`config.mk`:
```
export PLATFORM = sky130hd
export DESIGN_NAME = instr_encode_loader
export DESIGN_NICKNAME = d
export VERILOG_FILES = /design/src/rtl/riscv_pkg.sv /design/src/rtl/rv32_instr_encode.sv /design/src/rtl/instr_encode_loader.sv
export SDC_FILE = /design/constraint.sdc
export NUM_CORES = 1
export LEC_CHECK = 0
export BUFFER_PORTS_ARGS = -buffer_cell sky130_fd_sc_hd__buf_2
export CAP_MARGIN = 20
export CORE_UTILIZATION = 50
export CTS_CLUSTER_DIAMETER = 120
export DETAILED_ROUTE_END_ITERATION = 8
export HOLD_SLACK_MARGIN = 0.1
export PLACE_DENSITY_LB_ADDON = 0.2
export SLEW_MARGIN = 20
export SYNTH_ARGS = -nofsm -noshare
export SYNTH_HDL_FRONTEND = slang
export SYNTH_HIERARCHICAL = 1
export SYNTH_SLANG_ARGS = --single-unit
```
`constraint.sdc`:
```
create_clock -name clk -period 3.4 [get_ports clk]
set_clock_uncertainty 0.15 [all_clocks]
set_input_delay 0.68 -clock clk [delete_from_list [all_inputs] [get_ports clk]]
set_output_delay 0.68 -clock clk [all_outputs]
set_load 0.01 [all_outputs]
```
`src/rtl/riscv_pkg.sv`:
```
// Shared RV32I opcode constants and loader state encoding.
// Imported by the instruction encoder and the imem loader.
package riscv_pkg;

   localparam logic [6:0] OP_R      = 7'b0110011;
   localparam logic [6:0] OP_IMM    = 7'b0010011;
   localparam logic [6:0] OP_LOAD   = 7'b0000011;
   localparam logic [6:0] OP_JALR   = 7'b1100111;
   localparam logic [6:0] OP_STORE  = 7'b0100011;
   localparam logic [6:0] OP_BRANCH = 7'b1100011;
   localparam logic [6:0] OP_LUI    = 7'b0110111;
   localparam logic [6:0] OP_AUIPC  = 7'b0010111;
   localparam logic [6:0] OP_JAL    = 7'b1101111;

   localparam logic [31:0] NOP = 32'h0000_0013;

   typedef enum logic [1:0] {
      S_IDLE,
      S_LOAD,
      S_FLUSH
   } state_e;

endpackage

```
`src/rtl/rv32_instr_encode.sv`:
```
// Combinational RV32I field packer; inverse of the core immediate generator.
// Flags immediates that do not fit their format or are misaligned.
module rv32_instr_encode
   import riscv_pkg::*;
(
   input  logic [6:0]  opcode,
   input  logic [4:0]  rd,
   input  logic [4:0]  rs1,
   input  logic [4:0]  rs2,
   input  logic [2:0]  funct3,
   input  logic [6:0]  funct7,
   input  logic [31:0] imm,
   output logic [31:0] instr,
   output logic        range_err
);

   logic fit12;
   logic fit13;
   logic fit21;
   logic is_shift;

   assign fit12    = (imm[31:11] == {21{imm[11]}});
   assign fit13    = (imm[31:12] == {20{imm[12]}});
   assign fit21    = (imm[31:20] == {12{imm[20]}});
   assign is_shift = (funct3 == 3'b001) || (funct3 == 3'b101);

   always_comb begin
      instr     = NOP;
      range_err = 1'b0;
      case (opcode)
         OP_R: begin
            instr = {funct7, rs2, rs1, funct3, rd, opcode};
         end
         OP_IMM, OP_LOAD, OP_JALR: begin
            // Shift-immediates carry funct7 above a 5-bit shamt
            if (opcode == OP_IMM && is_shift) begin
               instr     = {funct7, imm[4:0], rs1, funct3, rd, opcode};
               range_err = (imm[31:5] != 27'd0);
            end else begin
               instr     = {imm[11:0], rs1, funct3, rd, opcode};
               range_err = !fit12;
            end
         end
         OP_STORE: begin
            instr     = {imm[11:5], rs2, rs1, funct3, imm[4:0], opcode};
            range_err = !fit12;
         end
         OP_BRANCH: begin
            instr     = {imm[12], imm[10:5], rs2, rs1, funct3,
                         imm[4:1], imm[11], opcode};
            range_err = !fit13 || imm[0];
         end
         OP_LUI, OP_AUIPC: begin
            instr     = {imm[31:12], rd, opcode};
            range_err = (imm[11:0] != 12'd0);
         end
         OP_JAL: begin
            instr     = {imm[20], imm[10:1], imm[11], imm[19:12], rd, opcode};
            range_err = !fit21 || imm[0];
         end
         default: begin
            instr     = NOP;
            range_err = 1'b1;
         end
      endcase
   end

endmodule

```
`src/rtl/instr_encode_loader.sv`:
```
// Streams RV32I field bundles, encodes them and writes them to imem
// at consecutive word addresses starting from a programmed base.
module instr_encode_loader
   import riscv_pkg::*;
#(
   parameter int ADDR_W = 10,
   parameter int CNT_W  = 11
) (
   input  logic              clk,
   input  logic              rst,
   input  logic              start,
   input  logic [ADDR_W-1:0] base_addr,
   input  logic [CNT_W-1:0]  count,
   input  logic              in_valid,
   output logic              in_ready,
   input  logic [6:0]        in_opcode,
   input  logic [4:0]        in_rd,
   input  logic [4:0]        in_rs1,
   input  logic [4:0]        in_rs2,
   input  logic [2:0]        in_funct3,
   input  logic [6:0]        in_funct7,
   input  logic [31:0]       in_imm,
   output logic              imem_we,
   output logic [ADDR_W-1:0] imem_addr,
   output logic [31:0]       imem_wdata,
   output logic              busy,
   output logic              done,
   output logic              err,
   output logic [CNT_W-1:0]  err_idx
);

   state_e            state_q, state_d;
   logic [ADDR_W-1:0] base_q, base_d;
   logic [CNT_W-1:0]  cnt_q, cnt_d;
   logic [CNT_W-1:0]  idx_q, idx_d;
   logic              we_q, we_d;
   logic [ADDR_W-1:0] addr_q, addr_d;
   logic [31:0]       wdata_q, wdata_d;
   logic              err_q, err_d;
   logic [CNT_W-1:0]  err_idx_q, err_idx_d;
   logic              rdy_q, rdy_d;
   logic              busy_q, busy_d;
   logic              done_q, done_d;

   logic [31:0] enc;
   logic        enc_err;
   logic        accept;

   rv32_instr_encode u_enc (
      .opcode    (in_opcode),
      .rd        (in_rd),
      .rs1       (in_rs1),
      .rs2       (in_rs2),
      .funct3    (in_funct3),
      .funct7    (in_funct7),
      .imm       (in_imm),
      .instr     (enc),
      .range_err (enc_err)
   );

   assign accept = in_valid && rdy_q;

   always_comb begin
      state_d   = state_q;
      base_d    = base_q;
      cnt_d     = cnt_q;
      idx_d     = idx_q;
      we_d      = 1'b0;
      addr_d    = addr_q;
      wdata_d   = wdata_q;
      err_d     = err_q;
      err_idx_d = err_idx_q;
      case (state_q)
         S_IDLE: begin
            if (start) begin
               base_d    = base_addr;
               cnt_d     = count;
               idx_d     = '0;
               err_d     = 1'b0;
               err_idx_d = '0;
               state_d   = (count == '0) ? S_FLUSH : S_LOAD;
            end
         end
         S_LOAD: begin
            if (accept) begin
               we_d    = 1'b1;
               addr_d  = base_q + idx_q[ADDR_W-1:0];
               wdata_d = enc;
               idx_d   = idx_q + CNT_W'(1);
               if (enc_err && !err_q) begin
                  err_d     = 1'b1;
                  err_idx_d = idx_q;
               end
               if (idx_q == cnt_q - CNT_W'(1)) state_d = S_FLUSH;
            end
         end
         S_FLUSH: state_d = S_IDLE;
         default: state_d = S_IDLE;
      endcase
      // Status flags are registered alongside the next state
      rdy_d  = (state_d == S_LOAD);
      busy_d = (state_d != S_IDLE);
      done_d = (state_d == S_FLUSH);
   end

   always_ff @(posedge clk) begin
      if (rst) begin
         state_q   <= S_IDLE;
         base_q    <= '0;
         cnt_q     <= '0;
         idx_q     <= '0;
         we_q      <= 1'b0;
         addr_q    <= '0;
         wdata_q   <= '0;
         err_q     <= 1'b0;
         err_idx_q <= '0;
         rdy_q     <= 1'b0;
         busy_q    <= 1'b0;
         done_q    <= 1'b0;
      end else begin
         state_q   <= state_d;
         base_q    <= base_d;
         cnt_q     <= cnt_d;
         idx_q     <= idx_d;
         we_q      <= we_d;
         addr_q    <= addr_d;
         wdata_q   <= wdata_d;
         err_q     <= err_d;
         err_idx_q <= err_idx_d;
         rdy_q     <= rdy_d;
         busy_q    <= busy_d;
         done_q    <= done_d;
      end
   end

   assign in_ready   = rdy_q;
   assign imem_we    = we_q;
   assign imem_addr  = addr_q;
   assign imem_wdata = wdata_q;
   assign busy       = busy_q;
   assign done       = done_q;
   assign err        = err_q;
   assign err_idx    = err_idx_q;

endmodule

```
==> flow_summary.ini <==
[outcome]
outcome = completed

[sta]
hold_viol = 0
fmax_mhz = 331
fin_ws_ps = 382
period_minus_slack_ps = 3020
setup_viol = 0
tightest_slew_ps = 932
finalCritPeriodShare_pct = 88.8
relSlewSlack_pct = 37.7
drv_slew = 0
rsz0062_at_grt = false
fin_setup_tns_ps = 0

[clocking]
cts.repair.resized = 0
cts_buffers = 9
cts_tree = yes
path_clk_slew_ps = 90
cts-root-buf = clkbuf_8
clock_path_buffers = 2
post_cts_buffers = 0
clock_sinks = 92
hold_buffers = 0
insertion_delay_ps = 360
htree_levels = 3

[power_and_ir_drop]
clkPwrFrac_pct = 32.5
internal_power_mw = 1.54
p_leak_nw = 2.52
finalPower_mw = 2.13
swShare_pct = 27.7
combPwrFrac_pct = 14.8
p_per_area_nw_per_um2 = 348
p_sw_uw = 589
max-vdd-ir-drop_v = 0.000242
power_frac_seq_pct = 52.7

[yosys]
avgSynthCellArea_um2 = 7.65
synth_cell_types = 71
syn_inst = 662
ys_async_sr_fraction_pct = 0
yosysWarnings = 6
synthTopCellsByCount = 150 x nand2_1, 92 x a21oi_1, 92 x dfxtp_1
netlist_area_um2 = 5060
synth-seq-cells = 92
yosys-top-cells-area = dfxtp_1 36%, nand2_1 11%, a21oi_1 9.1%
ys_seq_area_share_pct = 36.4
synth_top_area_cell = dfxtp_1
synth_top_area_share_pct = 36.4
yosysMostFrequentCell = nand2_1
synth_edf_count = 0
synthFlopType = dfxtp_1

[grt]
overflow = 0
grt_pass1_vias = 4906
grt_pass1_wl_um = 23400
grt_max_degree = 52
antenna_found_initial = 0
gr-usage-all-layers_pct = 28.3

[route]
drtPass1Iterations = 7
via_per_inst = 5.69
ant_nets = 0
vias = 5333
drtIter0Drc = 337
drc = 0
finalWirelength_um = 14500
wl_per_cell_um = 15.4

[layout]
final_cells = 937
layout-drive-gt1-share_pct = 25.7
syn_to_final_growth_pct = 20.7
fin_util_pct = 62.5
diodes = 0
fill_cells = 920
multi_input_area_um2 = 3000
regArea_um2 = 1840
layout.nets = 901

[worst_hold_path]
hold_class = flip-flop to flip-flop
holdPathStages = 2

[floorplan]
core_um2 = 9770
die_w_um = 103
start_util_pct = 51.8
die_h_um = 103
die_area_um2 = 10500
row_count = 36
top_level_ports = 147

[worst_setup_path]
crit_path_start_kind = input port
crit_chain = buf_2 -> or4_1 -> nor4_2 -> nand3_1 -> o311ai_0 -> o311ai_1 -> nand3b_1 -> nand3_1 -> a21oi_1
cp.depth = 9
ff2ff_path_depth = 7
critPathBufInv = 1
cpPeakStageDelay_ps = 540
cpLargestDelayFamily = simple AND/OR/NAND/NOR gates
worst_path_max_delay_cell = or4_1
crit_fanout = 12
cp.required_ps = 3530
crit_top_cell = nand3_1
criticalPathCategory = input port to flip-flop
end_kind = flip-flop
arrival_ps = 3150

[place]
port_buffers = 146
post-place-cells = 921
routabilityCongestion = 0.980
hpwl_um = 10800
place_ws_ps = -31.9

[run]
maxCapViolations = 0
## registers in the layout, indices dropped and copies added (netlist names)
| name | cells |
|---|---|
| idx_q | 11 |
| in_ready | 1 |
| base_q | 10 |
| state_q | 2 |
| err_idx | 11 |
| imem_addr | 10 |
| imem_wdata | 32 |
| busy | 1 |
| done | 1 |
| err | 1 |
| imem_we | 1 |
| cnt_q | 11 |
## final cells by class
type | instances | share of cell area, %
Tap cell | 133 | 2.72
Clock inverter | 5 | 0.573
Timing Repair Buffer | 162 | 13.9
Clock buffer | 11 | 2.48
Inverter | 17 | 1.04
Multi-Input combinational cell | 517 | 49.1
Sequential cell | 92 | 30.1
## per-layer routing
layer / share of wire (%) / wire length [µm] / vias to the layer above / GRT usage [%]
li1: - / - / 2615 / -
met1: 45 / 6480 / 2505 / 36.5
met2: 47 / 6810 / 185 / 46.5
met3: 5.6 / 803 / 28 / 5.42
met4: 2.6 / 369 / 0 / 11.5
met5: 0 / 0 / - / 0
## cells in the final DEF (no fill, tap or decap), types with 4 or more instances in the layout
cell type	count
o21ai_0	14
dfxtp_1	92
a22oi_1	14
or4_1	4
inv_1	17
xor2_1	7
nand3b_1	7
ha_1	12
nand3_1	26
nand4_1	8
nand2_1	150
nand2b_1	5
o21ai_1	8
buf_4	16
a21o_1	4
buf_2	146
nor2_1	38
a21oi_1	92
a22o_1	12
or3_1	7
nor4_1	9
clkbuf_8	11
o21a_1	4
nor2b_1	4
xnor2_1	12
o211ai_1	4
nor3_1	12
## worst register-to-register path: cells and delay by family, from the launching register on
kind                       cells  cell delay [ps]
and+or+nand+nor                1              330
DFF                            1              450
adders and majority gates      1              280
buffers and inverters          1               70
AOI/OAI and AO/OA              4             1180
## path summary, 6_finish.rpt
path | slack (ps) | startpoint | to
worst max-delay path | 380 | in_imm[15] | err_idx[7]$_SDFFE_PP0P_
worst min-delay path | 300 | imem_wdata[23]$_SDFFE_PP0P_ | imem_wdata[23]$_SDFFE_PP0P_
worst max register to register | 850 | cnt_q[0]$_SDFFE_PP0P_ | state_q[0]$_SDFF_PP0_
worst min register to register | 300 | imem_wdata[23]$_SDFFE_PP0P_ | imem_wdata[23]$_SDFFE_PP0P_
## per-stage QoR
| step | hold slack [ps] | instance area [µm²] |
|---|---|---|
| final | 302 | 6110 |
| after global routing | 321 | 6110 |
| after CTS | 305 | 6100 |
| after detailed placement | 293 | 5920 |
| after global placement | 290 | 5920 |
| after floorplan | 291 | 5060 |
## cell families after synthesis
kind of cell | synth area share, %
xor+xnor | 3.29
fa+ha+maj | 3.36
flops | 36.4
other cells | 0.0741
compound gates | 23.5
buf+inv | 4.65
simple gates | 28.8
## power by group through the flow
stage / registers, mW / logic, mW / clock network (mW)
floorplan: 1.14 / 0.192 / 0
global placement: 1.14 / 0.302 / 0
detailed placement: 1.15 / 0.312 / 0
CTS: 1.12 / 0.313 / 0.704
global route: 1.12 / 0.348 / 0.744
finish: 1.12 / 0.315 / 0.690
Power figures use the tool's default switching activity.
